==> config.mk <==
export PLATFORM = sky130hd
export DESIGN_NAME = vga_frame_decoder
export DESIGN_NICKNAME = d
export VERILOG_FILES = /design/src/rtl/vga_timing_pkg.sv /design/src/rtl/vga_sync_counter.sv /design/src/rtl/vga_frame_decoder.sv
export SDC_FILE = /design/constraint.sdc
export NUM_CORES = 1
export LEC_CHECK = 0
export CORE_ASPECT_RATIO = 1.5
export CORE_MARGIN = 2
export CORE_UTILIZATION = 56
export DETAILED_ROUTE_END_ITERATION = 7
export MAX_ROUTING_LAYER = met4
export PLACE_DENSITY = 0.84
export SYNTH_ARGS = -nofsm -noshare
export SYNTH_HDL_FRONTEND = slang
export SYNTH_SLANG_ARGS = --single-unit
==> constraint.sdc <==
create_clock -name clk -period 4 [get_ports clk]
set_input_delay 0.4 -clock clk [delete_from_list [all_inputs] [get_ports clk]]
set_output_delay 0.4 -clock clk [all_outputs]
set_load 0.02 [all_outputs]
==> src/rtl/vga_timing_pkg.sv <==
// vga_timing_pkg
//   Shared 640x480@60 timing constants, lock-state encoding, the event
//   bundle passed from the sync counter to the decoder top, and small
//   counter helpers.
package vga_timing_pkg;

   // Nominal 640x480@60 timing, in pixels (horizontal) and lines (vertical)
   localparam int H_ACTIVE_DEF = 640;
   localparam int H_FP_DEF     = 16;
   localparam int H_SYNC_DEF   = 96;
   localparam int H_BP_DEF     = 48;
   localparam int V_ACTIVE_DEF = 480;
   localparam int V_FP_DEF     = 10;
   localparam int V_SYNC_DEF   = 2;
   localparam int V_BP_DEF     = 33;

   localparam int H_TOTAL     = H_ACTIVE_DEF + H_FP_DEF + H_SYNC_DEF + H_BP_DEF;  // 800
   localparam int V_TOTAL     = V_ACTIVE_DEF + V_FP_DEF + V_SYNC_DEF + V_BP_DEF;  // 525
   localparam int H_VIS_START = H_SYNC_DEF + H_BP_DEF;                            // 144
   localparam int V_VIS_START = V_SYNC_DEF + V_BP_DEF;                            // 35

   // Both line and frame counters are 10 bits and saturate at all-ones
   localparam int               CNT_W   = 10;
   localparam logic [CNT_W-1:0] CNT_MAX = '1;

   typedef enum logic [1:0] {
      SEARCH = 2'd0,
      TRACK  = 2'd1,
      LOCKED = 2'd2
   } lock_state_e;

   // Per-tick events from the sync counter; every field is already
   // qualified by pixEn, so a field is high for at most one clk per tick.
   typedef struct packed {
      logic frame_start;
      logic line_err;
      logic frame_err;
   } sync_evt_t;

   function automatic logic [CNT_W-1:0] sat_inc(input logic [CNT_W-1:0] v);
      return (v == CNT_MAX) ? v : v + 1'b1;
   endfunction

   function automatic logic in_window(input logic [CNT_W-1:0] v,
                                      input logic [CNT_W-1:0] lo,
                                      input logic [CNT_W-1:0] hi);
      return (v >= lo) && (v <= hi);
   endfunction

endpackage

==> src/rtl/vga_sync_counter.sv <==
// vga_sync_counter
//   Sync edge detection plus the horizontal / vertical position counters.
//   Produces the counter values the current pixEn tick loads (so the top can
//   register a pixel with its coordinates in the same clk), and the
//   frame-start / line-error / frame-error events of that tick.
// Ports:
//   clk, reset            100 MHz clock, async active-low reset
//   pixEn                 pixel strobe; nothing changes on other clks
//   hSync, vSync          raw sync pins
//   hcount_nxt/vcount_nxt position of the pixel sampled on this tick
//   evt                   frame_start, line_err, frame_err for this tick
module vga_sync_counter
   import vga_timing_pkg::*;
#(
   parameter int H_TOT           = H_TOTAL,
   parameter int V_TOT           = V_TOTAL,
   parameter int SYNC_ACTIVE_LOW = 1
) (
   input  logic             clk,
   input  logic             reset,
   input  logic             pixEn,
   input  logic             hSync,
   input  logic             vSync,
   output logic [CNT_W-1:0] hcount_nxt,
   output logic [CNT_W-1:0] vcount_nxt,
   output sync_evt_t        evt
);

   localparam logic [CNT_W-1:0] H_LAST = CNT_W'(H_TOT - 1);
   localparam logic [CNT_W-1:0] V_LAST = CNT_W'(V_TOT - 1);

   logic             hs, vs;          // sync asserted, polarity removed
   logic             hs_q;            // hs at the previous tick
   logic             vs_at_edge;      // vs at the previous hSync leading edge
   logic             edge_raw, fs_raw;
   logic [CNT_W-1:0] hcount, vcount;

   assign hs = (SYNC_ACTIVE_LOW != 0) ? ~hSync : hSync;
   assign vs = (SYNC_ACTIVE_LOW != 0) ? ~vSync : vSync;

   always_comb begin
      edge_raw = hs & ~hs_q;
      // Frame start is seen on an hSync leading edge: vSync is asserted now
      // but was not at the previous leading edge.
      fs_raw   = edge_raw & vs & ~vs_at_edge;

      hcount_nxt = edge_raw ? '0 : sat_inc(hcount);
      if (fs_raw)
         vcount_nxt = '0;
      else if (edge_raw)
         vcount_nxt = sat_inc(vcount);
      else
         vcount_nxt = vcount;

      evt.frame_start = pixEn & fs_raw;
      // An edge must land exactly on the last pixel of the line. Without an
      // edge the error fires only on the step from H_TOT-1 to H_TOT, so a
      // missing sync costs a single error per line.
      evt.line_err    = pixEn & (edge_raw ? (hcount != H_LAST) : (hcount == H_LAST));
      evt.frame_err   = pixEn & fs_raw & (vcount != V_LAST);
   end

   always_ff @(posedge clk or negedge reset) begin
      if (!reset) begin
         hs_q       <= 1'b0;
         vs_at_edge <= 1'b0;
         hcount     <= '0;
         vcount     <= '0;
      end else if (pixEn) begin
         hs_q   <= hs;
         hcount <= hcount_nxt;
         vcount <= vcount_nxt;
         if (edge_raw)
            vs_at_edge <= vs;
      end
   end

endmodule

==> src/rtl/vga_frame_decoder.sv <==
// vga_frame_decoder
//   Receive side of the VGA path. Recovers pixel coordinates and frame
//   boundaries from a sampled VGA stream, validates line/frame lengths with a
//   SEARCH -> TRACK -> LOCKED state machine, counts timing errors and produces
//   a 16-bit additive checksum of every complete locked frame.
// Ports:
//   clk, reset                100 MHz clock, async active-low reset
//   pixEn                     1-in-4 pixel strobe qualifying all sampling
//   hSync, vSync              sync inputs (polarity set by SYNC_ACTIVE_LOW)
//   VGA_R, VGA_G, VGA_B       4-bit colour inputs
//   pixValid                  one-clk pulse per visible pixel while LOCKED
//   pixX, pixY, pixColor      coordinates and {R,G,B} of that pixel
//   frameStart                one-clk pulse per recognised frame start
//   locked                    timing validated
//   errCount                  saturating timing-error count
//   frameChecksum             checksum of the last complete locked frame
//   checksumValid             frameChecksum is current
module vga_frame_decoder
   import vga_timing_pkg::*;
#(
   parameter int H_ACTIVE        = H_ACTIVE_DEF,
   parameter int H_FP            = H_FP_DEF,
   parameter int H_SYNC          = H_SYNC_DEF,
   parameter int H_BP            = H_BP_DEF,
   parameter int V_ACTIVE        = V_ACTIVE_DEF,
   parameter int V_FP            = V_FP_DEF,
   parameter int V_SYNC          = V_SYNC_DEF,
   parameter int V_BP            = V_BP_DEF,
   parameter int SYNC_ACTIVE_LOW = 1
) (
   input  logic        clk,
   input  logic        reset,
   input  logic        pixEn,
   input  logic        hSync,
   input  logic        vSync,
   input  logic [3:0]  VGA_R,
   input  logic [3:0]  VGA_G,
   input  logic [3:0]  VGA_B,
   output logic        pixValid,
   output logic [9:0]  pixX,
   output logic [8:0]  pixY,
   output logic [11:0] pixColor,
   output logic        frameStart,
   output logic        locked,
   output logic [7:0]  errCount,
   output logic [15:0] frameChecksum,
   output logic        checksumValid
);

   localparam int H_TOT = H_ACTIVE + H_FP + H_SYNC + H_BP;
   localparam int V_TOT = V_ACTIVE + V_FP + V_SYNC + V_BP;

   localparam logic [CNT_W-1:0] H_VIS_LO = CNT_W'(H_SYNC + H_BP);
   localparam logic [CNT_W-1:0] H_VIS_HI = CNT_W'(H_SYNC + H_BP + H_ACTIVE - 1);
   localparam logic [CNT_W-1:0] V_VIS_LO = CNT_W'(V_SYNC + V_BP);
   localparam logic [CNT_W-1:0] V_VIS_HI = CNT_W'(V_SYNC + V_BP + V_ACTIVE - 1);

   logic [CNT_W-1:0] hcount_nxt, vcount_nxt;
   sync_evt_t        evt;

   lock_state_e state, state_nxt;
   logic        err_any;      // timing error seen this tick
   logic        err_inc;      // error that costs the lock
   logic        cs_latch;     // publish the accumulator this tick
   logic        visible;      // sampled pixel lies in the visible window
   logic        pix_fire;     // visible pixel while LOCKED
   logic [11:0] color;
   logic [15:0] acc;

   vga_sync_counter #(
      .H_TOT           (H_TOT),
      .V_TOT           (V_TOT),
      .SYNC_ACTIVE_LOW (SYNC_ACTIVE_LOW)
   ) u_sync (
      .clk        (clk),
      .reset      (reset),
      .pixEn      (pixEn),
      .hSync      (hSync),
      .vSync      (vSync),
      .hcount_nxt (hcount_nxt),
      .vcount_nxt (vcount_nxt),
      .evt        (evt)
   );

   assign color    = {VGA_R, VGA_G, VGA_B};
   assign visible  = in_window(hcount_nxt, H_VIS_LO, H_VIS_HI) &
                     in_window(vcount_nxt, V_VIS_LO, V_VIS_HI);
   // Gated by the state before this tick; lock changes only happen on
   // frame starts and errors, which never fall on a visible pixel.
   assign pix_fire = pixEn & visible & (state == LOCKED);
   assign err_any  = evt.line_err | evt.frame_err;

   // Lock state register
   always_ff @(posedge clk or negedge reset) begin
      if (!reset)
         state <= SEARCH;
      else
         state <= state_nxt;
   end

   // Lock next-state. SEARCH takes the first frame start it sees whatever
   // the timing around it, since the counters are not yet aligned to the
   // stream. From TRACK/LOCKED an error wins over a simultaneous frame
   // start, which also suppresses the checksum latch.
   always_comb begin
      state_nxt = state;
      err_inc   = 1'b0;
      cs_latch  = 1'b0;
      unique case (state)
         SEARCH: begin
            if (evt.frame_start)
               state_nxt = TRACK;
         end
         TRACK: begin
            if (err_any) begin
               state_nxt = SEARCH;
               err_inc   = 1'b1;
            end else if (evt.frame_start) begin
               state_nxt = LOCKED;
            end
         end
         LOCKED: begin
            if (err_any) begin
               state_nxt = SEARCH;
               err_inc   = 1'b1;
            end else if (evt.frame_start) begin
               cs_latch  = 1'b1;
            end
         end
         default: state_nxt = SEARCH;
      endcase
   end

   // Pixel and status outputs
   always_ff @(posedge clk or negedge reset) begin
      if (!reset) begin
         pixValid   <= 1'b0;
         pixX       <= '0;
         pixY       <= '0;
         pixColor   <= '0;
         frameStart <= 1'b0;
         locked     <= 1'b0;
         errCount   <= '0;
      end else begin
         pixValid   <= pix_fire;
         frameStart <= evt.frame_start;
         locked     <= (state_nxt == LOCKED);
         if (pix_fire) begin
            pixX     <= 10'(hcount_nxt - H_VIS_LO);
            pixY     <= 9'(vcount_nxt - V_VIS_LO);
            pixColor <= color;
         end
         if (err_inc && (errCount != 8'hFF))
            errCount <= errCount + 8'd1;
      end
   end

   // Frame checksum. The accumulator runs in every state; it is only
   // published from LOCKED, where the whole finished frame was locked.
   always_ff @(posedge clk or negedge reset) begin
      if (!reset) begin
         acc           <= '0;
         frameChecksum <= '0;
         checksumValid <= 1'b0;
      end else begin
         if (pixEn) begin
            if (evt.frame_start)
               acc <= '0;
            else if (visible)
               acc <= acc + {4'b0000, color};
         end
         if (cs_latch) begin
            frameChecksum <= acc;
            checksumValid <= 1'b1;
         end else if (state_nxt != LOCKED) begin
            checksumValid <= 1'b0;
         end
      end
   end

endmodule

**Word-level counts from Yosys, hierarchy flattened**

Index checks and enable logic that the tools add are counted.

- Input port bits: 17
- Output and inout port bits: 59
- Register bits after elaboration: 99

- Bitwise logic cells: 14
- Multiplexer cells: 20
- Magnitude comparators: 4
- Equality and inequality tests: 10
- $add $sub $neg: 6
- Reduce and logical (&&, ||, !) cells: 9

Operators with widths:

| kind | number |
|---|---|
| 10-bit 2-to-1 mux | 5 |
| 16-bit 2-to-1 mux | 2 |
| 10-bit equality test, second input constant | 3 |
| 10-bit by 1-bit adder with 10-bit output, second input constant | 2 |
| 10-bit <= comparator, second input constant | 2 |
| 10-bit inequality test, second input constant | 2 |
| 16-bit by 12-bit adder with 16-bit output | 1 |
| 10-bit by 6-bit >= comparator with 1-bit output, second input constant | 1 |
| 10-bit by 8-bit >= comparator with 1-bit output, second input constant | 1 |
| 10-bit by 8-bit subtractor with 10-bit output, second input constant | 1 |
| 1-bit AND | 9 |
| 9-bit by 6-bit subtractor with 9-bit output, second input constant | 1 |
| 8-bit by 1-bit adder with 8-bit output, second input constant | 1 |
| 1-bit 2-to-1 mux | 8 |
| 2-bit 2-to-1 mux | 4 |
| 8-bit inequality test, second input constant | 1 |
| 2-bit one-hot mux with 3 select lines | 1 |
| 2-bit equality test, second input constant | 2 |
| 1-bit inverter | 4 |
| 2-bit AND reduction | 2 |
| 2-bit nonzero test | 2 |
| 1-bit logical AND | 3 |
| 2-bit by 1-bit equality test with 1-bit output, second input constant | 1 |
| 2-bit logical NOT | 1 |
| 3 further kinds | 3 |

**Logic depth before layout (Yosys ltp)**

Gate-level depths: netlist of the first run.

- Word-level depth: 12
- Gate-level depth with buffers: 15
- Depth with buffers taken out: 13

**By module**

Synthesis of the first run repeated with hierarchy kept, for this count alone.

- Cells, all modules: 559
- Area total of the unflattened synthesis: 5675.4 µm²

Modules (own cells, without submodules):

| module | cells an instance | area an instance (µm²) | sequential area each (µm²) | times used |
|---|---|---|---|---|
| vga_frame_decoder | 346 | 3953.8 | 1926.8 | 1 |
| vga_sync_counter | 213 | 1721.7 | 550.5 | 1 |

**Worst setup path before layout of the first run**

No wires, ideal clock.

- Path kind: reg-to-reg
- From: register u_sync.hcount[0]
- To: register pixColor[0]
- Arrival: 3357 ps
- Buffers on the path: 2
- Cell stages (with the launch flop): 16
- Path slack: 517 ps
- Required time: 3875 ps
- Setup time: 125 ps
- Path through: dfrtp_1 ha_1 nand4_2 o311ai_0 xnor2_1 nand2_1 inv_1 ha_1 o2111ai_1 a41oi_1 o221ai_1 a311oi_4 and2_1 buf_6 buf_12 mux2_4

- Cells in the longest elaborated chain, start to end: 8
- Elaborated cells between the ends (all ways): 10
- Those cells by class: add/sub (1); order compare (2); eq/ne (1); mux (2); bitwise (3); reduce/logical (1)

Ends and longest elaborated chain:

| what | line | text |
|---|---|---|
| start, declared | vga_sync_counter.sv:36 | `logic [CNT_W-1:0] hcount, vcount;` |
| start signal, assigned | vga_sync_counter.sv:71 | `hcount <= hcount_nxt;` |
| 10-bit by 1-bit adder with 10-bit output / 10-bit equality test (equally long branches) | vga_timing_pkg.sv:41 | `return (v == CNT_MAX) ? v : v + 1'b1;` |
| 10-bit 2-to-1 mux (*) | vga_timing_pkg.sv:41 |  |
| 10-bit 2-to-1 mux (*) | vga_sync_counter.sv:47 | `hcount_nxt = edge_raw ? '0 : sat_inc(hcount);` |
| net hcount_nxt[4] | vga_frame_decoder.sv:58 | `logic [CNT_W-1:0] hcount_nxt, vcount_nxt;` |
| 10-bit by 8-bit >= comparator with 1-bit output / 10-bit <= comparator (equally long branches) | vga_timing_pkg.sv:47 | `return (v >= lo) && (v <= hi);` |
| 1-bit logical AND (*) | vga_timing_pkg.sv:47 |  |
| 1-bit AND (*) | vga_frame_decoder.sv:86 | `assign visible = in_window(hcount_nxt, H_VIS_LO, H_VIS_HI) &` |
| 1-bit AND (*) (2 in a row) | vga_frame_decoder.sv:90 | `assign pix_fire = pixEn & visible & (state == LOCKED);` |
| end signal, assigned | vga_frame_decoder.sv:151 | `pixColor <= color;` |
| end, declared | vga_frame_decoder.sv:42 | `output logic [11:0] pixColor,` |

The timed path passes the listed nets; every way through them passes the cells marked *.
A chain may end at the register's enable or synchronous reset.

**Worst setup path after layout of the first run**

- From: register u_sync.hcount[0]
- To: register pixColor[11]

The elaborated chain is that of the path after synthesis.

==> results.md, run 1 <==
- Core area: 10,100 um2
- Post-Layout Cell Count: 747
- H-tree depth: 3
- Post-synthesis register bit count: 99
- Number of antenna violations at the first check in global routing: 0
- Post-route cell area: 6920 um2
- Synth unique cells: 68
- Number of hold buffers added after cts: 0
- Layout cells sized above 1: 16.3%
- Largest net degree at the start of global routing: 79
- Hold Slack: 208 ps
- TritonRoute pass-1 iters: 5
- Clk sink count: 99
- Final wirelength: 13,100 um
- Clk root buf: clkbuf_16
- Final Skew: 7.98 ps
- Worst path top cell family by delay: compound AO/OA/AOI/OAI gates
- Via-to-Cell Ratio: 5.96
- IO buf count: 75
- DRC: 0
- Site Rows: 45
- Warnings from Yosys: 0
- Cell area after placement: 6600 um2
- Seq/Total Area, Yosys: 43.0%
- N_diodes: 0
- HP Class: in2async
- I/O pins: 76
- RSZ-0062 raised after global routing: false
- Worst-path cell chain: ha_1, nand4_4, o311ai_2, xnor2_1, nand2_1, inv_1, ha_1, o2111ai_1, a41oi_1, o221ai_1, a311oi_4, and2_2, buf_4, mux2_2
- Dpl cells: 732
- Synthesized instance count: 550
- CP Capture Type: flop
- Placement Setup Slack: 193 ps
- Post-CTS Setup Bufs: 0
- Crit path DAT: 3900 ps
- Worst Path Buf+Inv: 2
- Worst vdd ir: 0.301 mV
- CTS buffer count: 9
- Clk slew on worst S/H paths: 70 ps
- Max incr delay on CP: 450 ps
- Global-route wire length before repair: 22,000 um
- Status: completed
- Final setup fails: 0
- DR iter-0 viols: 184
- Async SR Flop Fraction: 100%
- Skew-Pair Late Insertion Delay: 350 ps
- Die Area: 11,100 um2
- CP Launch Type: flop
- Post-route setup slack: 326 ps
- GR Util All Layers: 25.7%
- Slew margin rel.: 35.3%
- Via count: 4,455
- CP max stage cell: dfrtp_1
- Syn_nets: 592
- Fmax: 272 MHz
- Slew Limit Fails: 0
- Final ANT Viol Nets: 0
- Post-layout net count: 668
- Post-CTS sizing: 0
- Vias in the first global route: 4,575
- Layout area overhead: 20.1%
- Worst slew pin tran: 971 ps
- GRT overflow: 0
- Setup TNS: 0 ps
- Number of flops mapped to enable cells by yosys: 0
- Starting density of the core: 57.1%
- Routed len/inst: 17.5 um
- CTS tree: built
- PD cells: 461 nW/um2
- Final Critical Period: 3670 ps
- Clk buf depth: 2
- WS Path Type: reg2reg
- Routability cong.: 0.824
- Chip width: 86.8 um
- Ys flop type: dfrtp_1
- Fin crit share: 91.9%
- Mapped Avg Cell Area: 10.5 um2
- Filler Cell Count: 741
- Final hold vios: 0
- Max cap viols: 0
- Die Ht: 128 um
- DPL Wire Length: 9650 um
- Critical path's most frequent cell: ha_1
- WP data required: 4230 ps
- Lkg Pwr: 3.04 nW
- Crit path max fanout: 12
- Cell Area, Synth: 5760 um2
synth_stat cells, drive strengths merged, types with 4 or more instances:
library cell | n | area (um2)
o21ai | 33 | 176
nand4 | 8 | 77.6
nand3 | 16 | 85.1
nor2 | 28 | 108
and4 | 4 | 35.0
mux2i | 14 | 140
nand2 | 64 | 240
and2 | 8 | 50.1
dfrtp | 99 | 2480
buf | 18 | 150
inv | 24 | 90.1
ha | 24 | 300
clkbuf | 7 | 26.3
and3 | 9 | 56.3
mux2 | 46 | 608
a21oi | 43 | 219
xnor2 | 26 | 228
or2 | 5 | 31.3
nor3 | 8 | 55.1
nor2b | 4 | 25.0
a31oi | 6 | 52.6
a41oi | 4 | 35.0
a311oi | 4 | 65.1
o311ai | 4 | 50.1
nand2b | 5 | 31.3
xor2 | 4 | 35.0
sequential cells by signal (all words and copies together), names as in the netlist:
signal	count
checksumValid	1
u_sync.vs_at_edge	1
pixValid	1
pixColor	12
frameChecksum	16
acc	16
u_sync.vcount	10
frameStart	1
u_sync.hcount	10
u_sync.hs_q	1
errCount	8
pixX	10
state	2
locked	1
pixY	9
layout make-up:
class,instances,area (um2),area share (%)
repair buffers,90,873,12.6
flip-flops and latches,99,2480,35.8
clock inverters,6,65.1,0.941
well taps,117,146,2.12
inverters,24,90.1,1.30
multi-input cells,402,3040,43.9
clock buffers,9,225,3.26
cell families (layout without fill, tap and decap cells):
family | Yosys count | after routing | share of synthesized area [%]
AOI/OAI and AO/OA | 117 | 117 | 13.9
muxes | 60 | 60 | 13.0
buffers and inverters | 49 | 129 | 4.63
adders and majority gates | 25 | 25 | 5.56
xor gates and xnor gates | 30 | 30 | 4.56
and+or+nand+nor | 170 | 170 | 15.3
DFF | 99 | 99 | 43.0
through the flow:
step | power (mW) | utilization (%)
floorplan | 1.99 | -
global placement | 2.25 | 65.5
detailed placement | 2.31 | 65.5
CTS | 3.19 | 68.4
global route | 3.37 | 68.6
finish | 3.19 | 68.6
layout by cell type (no fill, tap or decap), types with 3 or more instances in the layout:
cell type | Yosys | routed
nor2b_1 | 4 | 4
o21ai_0 | 30 | 30
mux2i_1 | 14 | 14
buf_4 | 3 | 15
a211oi_1 | 3 | 3
clkdlybuf4s50_1 | 0 | 74
nor3_2 | 3 | 3
xnor2_1 | 26 | 26
nand2_1 | 64 | 64
nand3_1 | 15 | 15
inv_1 | 24 | 24
nand2b_1 | 5 | 5
mux2_4 | 24 | 24
ha_1 | 24 | 24
and3_1 | 9 | 9
nor2_1 | 27 | 27
and2_1 | 8 | 7
a21oi_1 | 42 | 42
a41oi_1 | 4 | 4
dfrtp_1 | 99 | 99
o311ai_2 | 2 | 3
mux2_2 | 22 | 22
nor3_1 | 5 | 5
and4_1 | 4 | 4
a31oi_1 | 5 | 5
nand4_1 | 5 | 5
xor2_1 | 4 | 4
clkbuf_16 | 0 | 9
nor4_1 | 3 | 3
or2_1 | 3 | 3
worst paths after layout:
check	from	endpoint	slack, ps	cells past startpoint
setup / recovery	u_sync.hcount[0]	pixColor[11]	330	14
hold / removal	reset	frameChecksum[1]	210	1
setup reg to reg	u_sync.hcount[0]	pixColor[11]	330	14
hold reg to reg	acc[15]	acc[15]	490	1
max in group asynchronous	reset	pixY[6]	2920	2
min in group clk	acc[15]	acc[15]	490	1
metal layers:
metal,wire (um),global-route usage (%)
met1,5170,29.8
met4,397,10.6
met2,7000,43.9
met5,0,-
met3,528,3.86
power breakdown:
group / internal (mW) / switching (mW)
clock network: 0.483 / 0.384
registers: 1.14 / 0.159
logic: 0.455 / 0.569
total: 2.07 / 1.11
No activity file was read; power rests on OpenSTA's default activity.
==> run 2, diff against run 1 <==
--- a/config.mk
+++ b/config.mk
@@ -6,7 +6,6 @@
 export NUM_CORES = 1
 export LEC_CHECK = 0
 export CORE_ASPECT_RATIO = 1.5
-export CORE_MARGIN = 2
 export CORE_UTILIZATION = 56
 export DETAILED_ROUTE_END_ITERATION = 7
 export MAX_ROUTING_LAYER = met4
==> run 2 against run 1 <==
The run now ends with DRC left. Sequential power about the same. Clock skew up 1.6 ps. Routed wire length up 2.6%. Hold slack worse by 34 ps. Critical path depth unchanged. Total power up 0.47%. Cell count unchanged.
==> results.md, run 2 (synthesized netlist as in run 1, its figures left out) <==
- Status: complete, but fails checks
- Violated checks: DRC
- Largest net degree at the start of global routing: 71
- Crit path DAT: 3950 ps
- Crit path max fanout: 15
- R2R Path Start: u_sync.hcount[0]
- GRT overflow: 0
- Max cap viols: 0
- I/O pins: 76
- Cell area after placement: 6610 um2
- Final setup fails: 0
- Routed len/inst: 18.0 um
- Hold Slack: 173 ps
- HP Class: in2async
- Commonest non-fill, non-tap cell in the layout: dfrtp_1
- Final Skew: 9.60 ps
- DRC: 10
- Critical R2R Capture: pixX[9]
- Flop pwr share: 40.5%
- Die Area: 10,700 um2
- Chip width: 84.8 um
- H-tree depth: 3
- CTS buffer count: 9
- Die Ht: 126 um
- Placement Setup Slack: 126 ps
- Clk slew on worst S/H paths: 70 ps
- Layout cells sized above 1: 16.0%
- Routability cong.: 0.933
- N_diodes: 0
- Via-to-Cell Ratio: 5.95
- Worst R2R Path Depth: 14
- Net Sw Frac: 35.0%
- Fmax: 269 MHz
- Post-layout net count: 667
- CP Launch Type: flop
- PD cells: 462 nW/um2
- Number of antenna violations at the first check in global routing: 0
- Clk sink count: 99
- Final ANT Viol Nets: 0
- R2R setup slack: 280 ps
- Final Critical Period: 3720 ps
- Final hold vios: 0
- Slew margin rel.: 42.3%
- Global-route wire length before repair: 22,100 um
- Final wirelength: 13,400 um
- GR Util All Layers: 26.9%
- Skew-Pair Late Insertion Delay: 350 ps
- Layout area overhead: 20.2%
- IO buf count: 75
- Via count: 4,446
- Most frequent cells in the layout: 99 x dfrtp_1, 74 x clkdlybuf4s50_1, 64 x nand2_1
- Area of the multi-input gates: 3040 um2
- Slew Limit Fails: 0
- Setup TNS: 0 ps
- Post-route cell area: 6920 um2
- Fin crit share: 93.0%
- Int Pwr: 2.08 mW
- Worst slew pin tran: 866 ps
- Sequential Area: 2480 um2
- Filler Cell Count: 717
- CP Capture Type: flop
- Logic pwr share: 32.1%
- Post-route setup slack: 282 ps
- TritonRoute pass-1 iters: 8
- WP data required: 4240 ps
- CTS tree: built
- Worst Setup SP: u_sync.hcount[0]
- Clk root buf: clkbuf_16
- RSZ-0062 raised after global routing: false
- Vias in the first global route: 4,437
- Clock network fraction of total power: 27.4%
- WS Path Type: reg2reg
- Starting density of the core: 57.1%
- DPL Wire Length: 9570 um
- Psw: 1.12 mW
- Worst Setup EP: pixX[9]
- Worst vdd ir: 0.307 mV
- Core area: 10,100 um2
- Lkg Pwr: 3.04 nW
- Top flop regs: acc (16), frameChecksum (16), pixColor (12)
- Clk buf depth: 2
- DR iter-0 viols: 210
- Site Rows: 45
## run 2: cell count changes in the layout (fill, tap and decap cells not counted), sizes merged
cell and delta:
clkbuf +2, clkinv -1, buf -1, inv +1, clkinvlp -1
## run 2: what timing repair did
| action | CTS | global route |
|---|---|---|
| gates resized for setup | 0 | 4 |
| setup buffers | 0 | 0 |
| endpoints found under the hold margin | 0 | 0 |
| endpoints found under the setup margin | 0 | 26 |
| hold buffers | 0 | 0 |
## run 2: power by group through the flow
stage | combinational (mW) | sequential, mW | clock, mW
after CTS | 1.03 | 1.29 | 0.891
after floorplan | 0.691 | 1.30 | 0
after detailed placement | 1.01 | 1.30 | 0
after global placement | 0.962 | 1.29 | 0
final | 1.03 | 1.30 | 0.879
after global routing | 1.14 | 1.32 | 0.931
## run 2: layout make-up
class	count	share of cell area [%]
Clock buffer	11	3.36
Clock inverter	5	0.885
Inverter	24	1.30
Multi-Input combinational cell	402	43.9
Sequential cell	99	35.8
Tap cell	117	2.11
Timing Repair Buffer	89	12.7
## run 2: per-stage QoR
step | power, mW | utilization [%] | cells
3_3_place_gp | 2.25 | 65.6 | 731
6_report | 3.20 | 68.7 | 747
5_1_grt | 3.39 | 68.7 | 747
3_5_place_dp | 2.31 | 65.6 | 731
4_1_cts | 3.21 | 68.5 | 747
2_1_floorplan | 1.99 | - | 550
## run 2: per-layer routing
metal / vias to the layer above / track usage [%] / share of wire, %
li1: 2110 / - / -
met1: 2187 / 31.5 / 41
met2: 125 / 46.7 / 53
met3: 24 / 4.13 / 3.9
met4: 0 / 9.97 / 2.6
met5: - / - / 0
## run 2: worst min path at each step
stage                      from          endpoint  slack, ps  depth (start not counted)
5_1_grt                   reset  frameChecksum[1]        250                          1
6_report                  reset        frameStart        170                          1
3_5_place_dp   frameChecksum[0]  frameChecksum[0]        490                          1
3_3_place_gp   frameChecksum[1]  frameChecksum[1]        460                          2
2_1_floorplan             reset            acc[0]        100                          0
4_1_cts                   reset            acc[0]        200                          1
## run 2: worst max-delay path, stage by stage (launching register included)
cell	delay, ps
dfrtp_1	450
ha_1	320
nand4_4	210
o311ai_2	350
xnor2_1	150
nand2_1	110
inv_1	130
ha_1	180
o2111ai_1	140
a41oi_1	230
o221ai_1	190
a311oi_4	250
and2_2	340
buf_12	210
mux2_2	340
